**src/rtl/pwm_audio_capture_if.sv**
```systemverilog
// Sample handshake between the PWM capture block and its consumer.
// The producer drives the head sample and valid; the consumer drives ready.
interface pwm_audio_capture_if #(
  parameter int FRAME_BITS = 8
);
  logic [FRAME_BITS-1:0] SAMPLE;
  logic                  SAMPLE_VALID;
  logic                  SAMPLE_READY;

  modport master (output SAMPLE, output SAMPLE_VALID, input  SAMPLE_READY);
  modport slave  (input  SAMPLE, input  SAMPLE_VALID, output SAMPLE_READY);
endinterface

```
**src/rtl/pwm_audio_capture.sv**
```systemverilog
// Measures the duty of a free-running PWM audio stream once per frame and
// queues each measurement in a small first-word-fall-through sample FIFO.
module pwm_audio_capture #(
  parameter int FRAME_BITS = 8,
  parameter int FIFO_DEPTH = 4
) (
  input  logic                         CLK12,
  input  logic                         RSTb,
  input  logic                         EN,
  input  logic                         PWM_IN,
  pwm_audio_capture_if.master          sample_if,
  output logic                         LOCKED,
  output logic                         OVERFLOW
);
  localparam int AW = $clog2(FIFO_DEPTH);
  localparam logic [FRAME_BITS-1:0] LAST      = '1;
  localparam logic [FRAME_BITS-1:0] FRAME_ONE = FRAME_BITS'(1);
  localparam logic [FRAME_BITS:0]   HIGH_ONE  = (FRAME_BITS+1)'(1);
  localparam logic [AW:0]           PTR_ONE   = (AW+1)'(1);

  typedef enum logic [1:0] {IDLE, ARM, CAPTURE} state_t;

  state_t                state;
  logic                  sync1, pin, pin_d, en_d;
  logic                  rise, en_rise;
  logic [FRAME_BITS-1:0] frame_cnt;
  logic [FRAME_BITS:0]   high_cnt, high_next;
  logic                  push;
  logic [FRAME_BITS-1:0] push_data;

  logic [FRAME_BITS-1:0] mem [FIFO_DEPTH];
  logic [AW:0]           wr_ptr, rd_ptr;
  logic                  empty, full, pop, wr_en;

  assign rise      = pin & ~pin_d;
  assign en_rise   = EN & ~en_d;
  assign high_next = high_cnt + {{FRAME_BITS{1'b0}}, pin};
  // A frame with every cycle high counts 2^FRAME_BITS, one past the sample range.
  assign push_data = high_next[FRAME_BITS] ? '1 : high_next[FRAME_BITS-1:0];
  assign push      = (state == CAPTURE) && EN && (frame_cnt == LAST);

  always_ff @(posedge CLK12 or negedge RSTb) begin
    if (!RSTb) begin
      state     <= IDLE;
      sync1     <= 1'b0;
      pin       <= 1'b0;
      pin_d     <= 1'b0;
      en_d      <= 1'b0;
      frame_cnt <= '0;
      high_cnt  <= '0;
      LOCKED    <= 1'b0;
    end else begin
      sync1 <= PWM_IN;
      pin   <= sync1;
      pin_d <= pin;
      en_d  <= EN;
      case (state)
        IDLE: begin
          frame_cnt <= '0;
          high_cnt  <= '0;
          LOCKED    <= 1'b0;
          if (EN) state <= ARM;
        end
        ARM: begin
          if (!EN) begin
            state <= IDLE;
          end else if (rise) begin
            // The edge cycle itself is frame cycle 0 and is already high.
            state     <= CAPTURE;
            frame_cnt <= FRAME_ONE;
            high_cnt  <= HIGH_ONE;
          end
        end
        CAPTURE: begin
          if (!EN) begin
            state     <= IDLE;
            frame_cnt <= '0;
            high_cnt  <= '0;
            LOCKED    <= 1'b0;
          end else begin
            frame_cnt <= frame_cnt + FRAME_ONE;
            if (frame_cnt == LAST) begin
              high_cnt <= '0;
              LOCKED   <= 1'b1;
            end else begin
              high_cnt <= high_next;
            end
          end
        end
        default: state <= IDLE;
      endcase
    end
  end

  assign empty = (wr_ptr == rd_ptr);
  assign full  = (wr_ptr[AW] != rd_ptr[AW]) && (wr_ptr[AW-1:0] == rd_ptr[AW-1:0]);
  assign pop   = !empty && sample_if.SAMPLE_READY;
  // A pop on the same edge frees the slot the push lands in.
  assign wr_en = push && (!full || pop);

  always_ff @(posedge CLK12 or negedge RSTb) begin
    if (!RSTb) begin
      wr_ptr   <= '0;
      rd_ptr   <= '0;
      OVERFLOW <= 1'b0;
    end else begin
      if (wr_en) wr_ptr <= wr_ptr + PTR_ONE;
      if (pop)   rd_ptr <= rd_ptr + PTR_ONE;
      if (en_rise)
        OVERFLOW <= 1'b0;
      else if (push && full && !pop)
        OVERFLOW <= 1'b1;
    end
  end

  always_ff @(posedge CLK12) begin
    if (wr_en) mem[wr_ptr[AW-1:0]] <= push_data;
  end

  assign sample_if.SAMPLE       = empty ? '0 : mem[rd_ptr[AW-1:0]];
  assign sample_if.SAMPLE_VALID = !empty;
endmodule

```
**src/flat_wrapper.sv**
```systemverilog
// flat-port wrapper written by rule: the top's interface ports become plain ports
module pwm_audio_capture_flat 
#(
  parameter int FRAME_BITS = 8,
  parameter int FIFO_DEPTH = 4
)
  (CLK12, RSTb, EN, PWM_IN, LOCKED, OVERFLOW, sample_if_SAMPLE, sample_if_SAMPLE_VALID, sample_if_SAMPLE_READY);
  pwm_audio_capture_if #(.FRAME_BITS(FRAME_BITS)) sample_if_i ();
  input  logic CLK12;
  input  logic RSTb;
  input  logic EN;
  input  logic PWM_IN;
  output logic LOCKED;
  output logic OVERFLOW;
  output wire logic [$bits(sample_if_i.SAMPLE)-1:0] sample_if_SAMPLE;
  output wire logic [$bits(sample_if_i.SAMPLE_VALID)-1:0] sample_if_SAMPLE_VALID;
  input wire logic [$bits(sample_if_i.SAMPLE_READY)-1:0] sample_if_SAMPLE_READY;
  assign sample_if_SAMPLE = sample_if_i.SAMPLE;
  assign sample_if_SAMPLE_VALID = sample_if_i.SAMPLE_VALID;
  assign sample_if_i.SAMPLE_READY = sample_if_SAMPLE_READY;
  pwm_audio_capture #(.FRAME_BITS(FRAME_BITS), .FIFO_DEPTH(FIFO_DEPTH)) u_core (.CLK12(CLK12), .RSTb(RSTb), .EN(EN), .PWM_IN(PWM_IN), .sample_if(sample_if_i), .LOCKED(LOCKED), .OVERFLOW(OVERFLOW));
endmodule
```
**config.mk**
```make
export PLATFORM = sky130hd
export DESIGN_NAME = pwm_audio_capture_flat
export DESIGN_NICKNAME = d
export VERILOG_FILES = /design/src/rtl/pwm_audio_capture_if.sv /design/src/rtl/pwm_audio_capture.sv /design/src/flat_wrapper.sv
export SDC_FILE = /design/constraint.sdc
export NUM_CORES = 1
export LEC_CHECK = 0
export ABC_AREA = 0
export CAP_MARGIN = 0
export CORE_ASPECT_RATIO = 1.1
export CORE_MARGIN = 2
export CORE_UTILIZATION = 30
export CTS_CLUSTER_DIAMETER = 80
export CTS_CLUSTER_SIZE = 10
export DETAILED_ROUTE_END_ITERATION = 16
export GPL_ROUTABILITY_DRIVEN = 0
export PLACE_DENSITY = 0.46
export SKIP_CTS_REPAIR_TIMING = 1
export SYNTH_ARGS = -nofsm -noshare
export SYNTH_HDL_FRONTEND = slang
export SYNTH_SLANG_ARGS = --single-unit
```
**constraint.sdc**
```tcl
create_clock -name CLK12 -period 2.71 [get_ports CLK12]
set_clock_uncertainty 0.05 [all_clocks]
set_input_delay 0.542 -clock CLK12 [delete_from_list [all_inputs] [get_ports CLK12]]
set_output_delay 0.542 -clock CLK12 [all_outputs]
set_load 0.01 [all_outputs]
```
Yosys cells after proc, flatten, opt, wreduce, memory -nomap -nowiden
Memory sizes are Yosys's and may differ from the RTL's. Index checks and enable logic that the tools add are counted.

Flip-flop bits (word level): 31. Bits in writable memories: 32. Output and inout bits: 11. Logic and storage cells: 73. Memories: 1.

Memories: u_core.mem (words 4, bits a word 8, read ports 1, clocked after Yosys merged registers in 0, write ports 1, RTL line pwm_audio_capture.sv:31) `logic [FRAME_BITS-1:0] mem [FIFO_DEPTH];`.

Add/subtract/negate cells: 4. Equal/unequal tests: 12. Muxes and demuxes: 23. Bitwise operators: 4. Reductions and logical operators: 18.

Operators by type and width (number): 8-bit 2-to-1 mux (5); 9-bit 2-to-1 mux (4); 9-bit case mux with 3 select lines (1); 8-bit case mux with 3 select lines (1); 9-bit by 1-bit adder with 9-bit output (1); 8-bit by 1-bit adder with 8-bit output (second input constant) (1); 8-bit equality test (second input constant) (1); 2-bit 2-to-1 mux (4); 1-bit logical AND (7); 3-bit by 1-bit adder with 3-bit output (second input constant) (2); 1-bit 2-to-1 mux (6); 2-bit inequality test (second input constant) (3); 2-bit case mux with 3 select lines (1); 3-bit AND reduction (2); 2-bit nonzero test (2); 3-bit equality test (1); 1-bit zero test (3); 3-bit by 2-bit inequality test with 1-bit output (second input constant) (1); 3-bit inequality test (second input constant) (1); 3-bit nonzero test (1); 1-bit AND (2); 2-bit by 1-bit equality test with 1-bit output (second input constant) (1); 2-bit equality test (1); 2-bit equality test (second input constant) (1); other kinds (7) (8).

Logic depth before layout (Yosys ltp)
Word-level depth: 7. Gate-level depth with buffers: 6.

Least setup slack after synthesis
No wires, ideal clock.

Kind: reg-to-reg. Start: reg u_core.pin. End: mem u_core.mem[0][0], data pin. Arrival: 1.562 ns. Setup slack: 0.829 ns. Cell stages (with the launch flop): 7. Path through: dfrtp_1 > ha_1 > ha_1 > nand3_4 > nor3_4 > xnor2_2 > or2b_1.

Word-level cells in the longest chain between the ends: 2.

RTL lines: start, declared (RTL line pwm_audio_capture.sv:24) `logic sync1, pin, pin_d, en_d;`; start signal, assigned (RTL line pwm_audio_capture.sv:54) `pin <= sync1;`; 9-bit by 1-bit adder with 9-bit output (RTL line pwm_audio_capture.sv:37) `assign high_next = high_cnt + {{FRAME_BITS{1'b0}}, pin};`; 8-bit 2-to-1 mux (RTL line pwm_audio_capture.sv:39) `assign push_data = high_next[FRAME_BITS] ? '1 : high_next[FRAME_BITS-1:0];`; named net u_core.push_data[0] (RTL line pwm_audio_capture.sv:29) `logic [FRAME_BITS-1:0] push_data;`; end, declared (RTL line pwm_audio_capture.sv:31).

The timed path passes the listed nets, and every way through them passes these cells.

Worst setup path in the final report
Start: reg u_core.rd_ptr[0]. End: out sample_if_SAMPLE[1].

Word-level cells in the longest chain between the ends: 2. Elaborated cells on any way between the ends: 3.

RTL lines: start, declared (RTL line pwm_audio_capture.sv:32) `logic [AW:0] wr_ptr, rd_ptr;`; start signal, assigned (RTL line pwm_audio_capture.sv:108) `if (pop) rd_ptr <= rd_ptr + PTR_ONE;`; memory read 4 x 8 bit / 3-bit equality test (equally long branches); 8-bit 2-to-1 mux * (RTL line pwm_audio_capture.sv:120) `assign sample_if.SAMPLE = empty ? '0 : mem[rd_ptr[AW-1:0]];`; end, declared (RTL line flat_wrapper.sv:15) `output wire logic [$bits(sample_if_i.SAMPLE)-1:0] sample_if_SAMPLE;`.

Every way passes the cells marked *; elsewhere a longest branch is shown, timed or not.

==> results_tabular.tex <==
\begin{tabular}{lr}
\hline
Metric & Value \\
\hline
\multicolumn{2}{l}{\textbf{Status}} \\
\quad Outcome & complete, no violations \\
\multicolumn{2}{l}{\textbf{Route}} \\
\quad Total routed wirelength & between 5 and 6 mm \\
\quad Routed WL per cell & about 15 microns \\
\quad Detail Route Antenna Nets & 0 \\
\quad Number of DRC violations after detailed routing & 0 \\
\quad Number of iterations in the first detailed-routing pass & 4 \\
\quad Detailed Route Iter0 Violations & 46 \\
\quad Vias & 1925 \\
\quad Via-to-Cell Ratio & approximately 4.9 \\
\multicolumn{2}{l}{\textbf{Critical path}} \\
\quad Classification of the worst setup path & flip-flop to output port \\
\quad Highest-delay cell along the critical path & mux4\_2 \\
\quad Cells on worst reg2reg path & 5 \\
\quad Logic depth of the worst path, buffers included & 4 \\
\quad Cells traversed along the worst timing path & buf\_8 -> mux4\_2 -> and2\_1 -> clkdlybuf4s50\_1 \\
\quad Data required time of the worst path & about 2100 ps \\
\quad Critical path fanouts, max & 7 \\
\quad Crit-path leading delay family & buffers and inverters \\
\quad Critical Path Start Type & flip-flop \\
\quad Count of buffer and inverter cells on the critical path & 2 \\
\quad Data arrival time of the critical path & $\sim$2000 ps \\
\quad Largest stage delay on the critical path & roughly 480 ps \\
\quad Kind of capture point of the worst setup path & output port \\
\multicolumn{2}{l}{\textbf{Power and ir drop}} \\
\quad Leakage power figure & roughly 1.7 nW \\
\quad P per Cell Area & about 750 nW/um\^{}2 \\
\quad Maximum VDD drop & about 0.31 mV \\
\multicolumn{2}{l}{\textbf{Global routing}} \\
\quad Initial antenna violation count & 0 \\
\quad First-pass GRT wire length & 9.949 mm \\
\quad Pin count of the biggest net entering global routing & 32 \\
\quad Tot GR Track Use & 0.1192 \\
\quad Remaining Overflow, GRT & 0 \\
\quad Via count of the first global-routing pass & approximately 1900 \\
\multicolumn{2}{l}{\textbf{Place}} \\
\quad Count of port buffers added during placement & 15 \\
\quad Placement Cell Area & about 3400 sq um \\
\quad Dpl cells & roughly 380 \\
\quad HPWL after DPL & between 4 and 5 mm \\
\multicolumn{2}{l}{\textbf{Worst hold path}} \\
\quad Hold WC Path Type & flip-flop to flip-flop \\
\quad Cell count of the worst hold path & 0 \\
\multicolumn{2}{l}{\textbf{Floorplanning}} \\
\quad DIE WIDTH & about 100 microns \\
\quad Area of the die & about 11000 sq um \\
\quad Count of standard-cell rows & 38 \\
\quad Initial core utilization & 0.3082 \\
\quad Number of placed I/O pins & 16 \\
\quad Chip Height & 109.7 microns \\
\quad Total core area & 9889 sq um \\
\multicolumn{2}{l}{\textbf{Layout}} \\
\quad Area of all placed cells without fillers & around 3700 sq um \\
\quad ANT cells & 0 \\
\quad Layout area overhead & 20.36\% \\
\quad Layout Nets & 289 \\
\quad Fraction of final layout cells sized beyond drive strength 1 & 0.1920 \\
\quad Post-route non-filler standard cell count & roughly 400 \\
\multicolumn{2}{l}{\textbf{Logic synthesis}} \\
\quad Yosys warns & 0 \\
\quad Net Count, Synth & roughly 250 \\
\quad Main area contributors after synthesis & edfxtp\_1, dfrtp\_1, mux4\_2 \\
\quad Avg Cell Area, Syn & 12.91 sq um \\
\quad Number of distinct library cells after synthesis & 47 \\
\quad Number of enable-type register cells in the synthesized netlist & 32 \\
\quad Synth area leader & edfxtp\_1 \\
\quad Most numerous cell types in the synthesized netlist & edfxtp\_1, dfrtp\_1, nand2\_1 \\
\quad Post-synthesis sequential element count & between 60 and 70 \\
\quad Netlist Area Pre-Place & 3048 sq um \\
\quad Library cell with the highest instance count after synthesis & edfxtp\_1 \\
\quad Share of flip-flops with an asynchronous set or reset after synthesis & 0.4921 \\
\quad Register area share after synthesis & 0.5698 \\
\quad Number of standard cells after synthesis & about 240 \\
\quad Portion of synthesized cell area occupied by the leading cell type & 0.3153 \\
\quad Most frequently used flop master after synthesis & edfxtp\_1 \\
\multicolumn{2}{l}{\textbf{STA}} \\
\quad Worst slew margin & 0.6764 \\
\quad Slew @ Worst Pin & slightly below 500 ps \\
\quad Final max-slew violation count & 0 \\
\quad Setup violations, final & 0 \\
\quad Fin Setup TNS & 0 ps \\
\quad Number of hold violations in the final report & 0 \\
\quad Post-route clock period utilization & 0.9728 \\
\quad Maximum achievable frequency & between 300 and 400 MHz \\
\quad Post-layout minimum cycle time & approximately 2600 ps \\
\multicolumn{2}{l}{\textbf{CTS}} \\
\quad Clock edge transition at the registers on the reported setup and hold paths & around 80 ps \\
\quad Clock sink total & between 60 and 70 \\
\quad Clk root buf & clkbuf\_8 \\
\quad Max Root-Sink Buffers & 2 \\
\quad Deepest level of the CTS H-tree & 3 \\
\quad CTS tree & yes \\
\quad Clock insertion delay at the later pin of the skew report & 340 ps \\
\quad Total clock buffers created by CTS & 9 \\
\multicolumn{2}{l}{\textbf{Run}} \\
\quad Max-cap violations & 0 \\
\hline
\end{tabular}
==> area by class of cell <==
class,count,area [sq um]
Fill cell,970,6221
Sequential cell,63,1738
Multi-Input combinational cell,161,1261
Timing Repair Buffer,30,292.8
Tap cell,120,150.1
Clock buffer,9,123.9
Clock inverter,7,80.08
Inverter,6,22.52
==> cell families (layout without fill, tap and decap cells) <==
group,count (synthesis),after routing,synth area share
AOI/OAI and AO/OA,42,42,0.08991
xor gates and xnor gates,10,10,0.03120
adders and majority gates,13,13,0.05337
buffers and inverters,12,52,0.01888
DFF,63,63,0.5698
muxes,11,11,0.06938
and+or+nand+nor,85,85,0.1675
==> metal layers <==
| layer | part of all wire | GRT usage | vias to the layer above |
|---|---|---|---|
| met5 | 0 | 0 | - |
| met4 | 0.015 | 0.04990 | 0 |
| met3 | 0.027 | 0.02479 | 8 |
| met2 | 0.47 | 0.1950 | 43 |
| met1 | 0.48 | 0.1546 | 923 |
| li1 | - | - | 951 |
==> report_power, final <==
group,switching (mW),internal [mW],leakage (nW)
Clock,0.400,0.434,0.0964
Combinational,0.380,0.403,0.832
Sequential,0.0565,1.07,0.735
Total,0.836,1.90,1.66
==> final timing paths <==
path / from / end / slack (ps)
worst max-delay path: u_core.rd_ptr[0] / sample_if_SAMPLE[1] / 70
worst min-delay path: u_core.sync1 / u_core.pin / 310
worst max register to register: u_core.state[0] / u_core.mem[3][1] / 520
worst min register to register: u_core.sync1 / u_core.pin / 310
max in group asynchronous: RSTb / u_core.rd_ptr[0] / 1730
min in group asynchronous: RSTb / u_core.frame_cnt[2] / 550
==> registers in the layout, indices dropped and copies added, names as in the netlist, 2 cells and up <==
name and flops:
u_core.frame_cnt 8, u_core.high_cnt 9, u_core.rd_ptr 3, u_core.state 2, u_core.mem 32, u_core.wr_ptr 3
==> cell usage in the layout, fill, tap and decap left out, types with 4 or more instances in the layout <==
| master | count |
|---|---|
| xnor2_1 | 5 |
| clkdlybuf4s50_1 | 11 |
| mux4_2 | 8 |
| nor2_1 | 10 |
| clkbuf_8 | 9 |
| and3_1 | 7 |
| a21oi_1 | 8 |
| dlymetal6s2s_1 | 4 |
| nand3b_1 | 5 |
| ha_1 | 13 |
| a21o_1 | 4 |
| edfxtp_1 | 32 |
| dfrtp_1 | 30 |
| inv_1 | 6 |
| buf_4 | 13 |
| nand2_1 | 19 |
| o21ai_0 | 12 |
| nand3_1 | 10 |
| and2_1 | 11 |
==> through the flow <==
stage	hold WS [ps]	worst slack, ps	util	total power, mW
6_report	307.4	73.79	0.3710	2.739
3_5_place_dp	287.3	144.0	0.3439	1.865
2_1_floorplan	196.4	829.3	-	1.606
3_3_place_gp	283.9	224.6	0.3439	1.869
4_1_cts	314.6	-147.2	0.3645	2.713
5_1_grt	321.9	-4.459	0.3710	2.916
(Power assumes the default switching activity.)
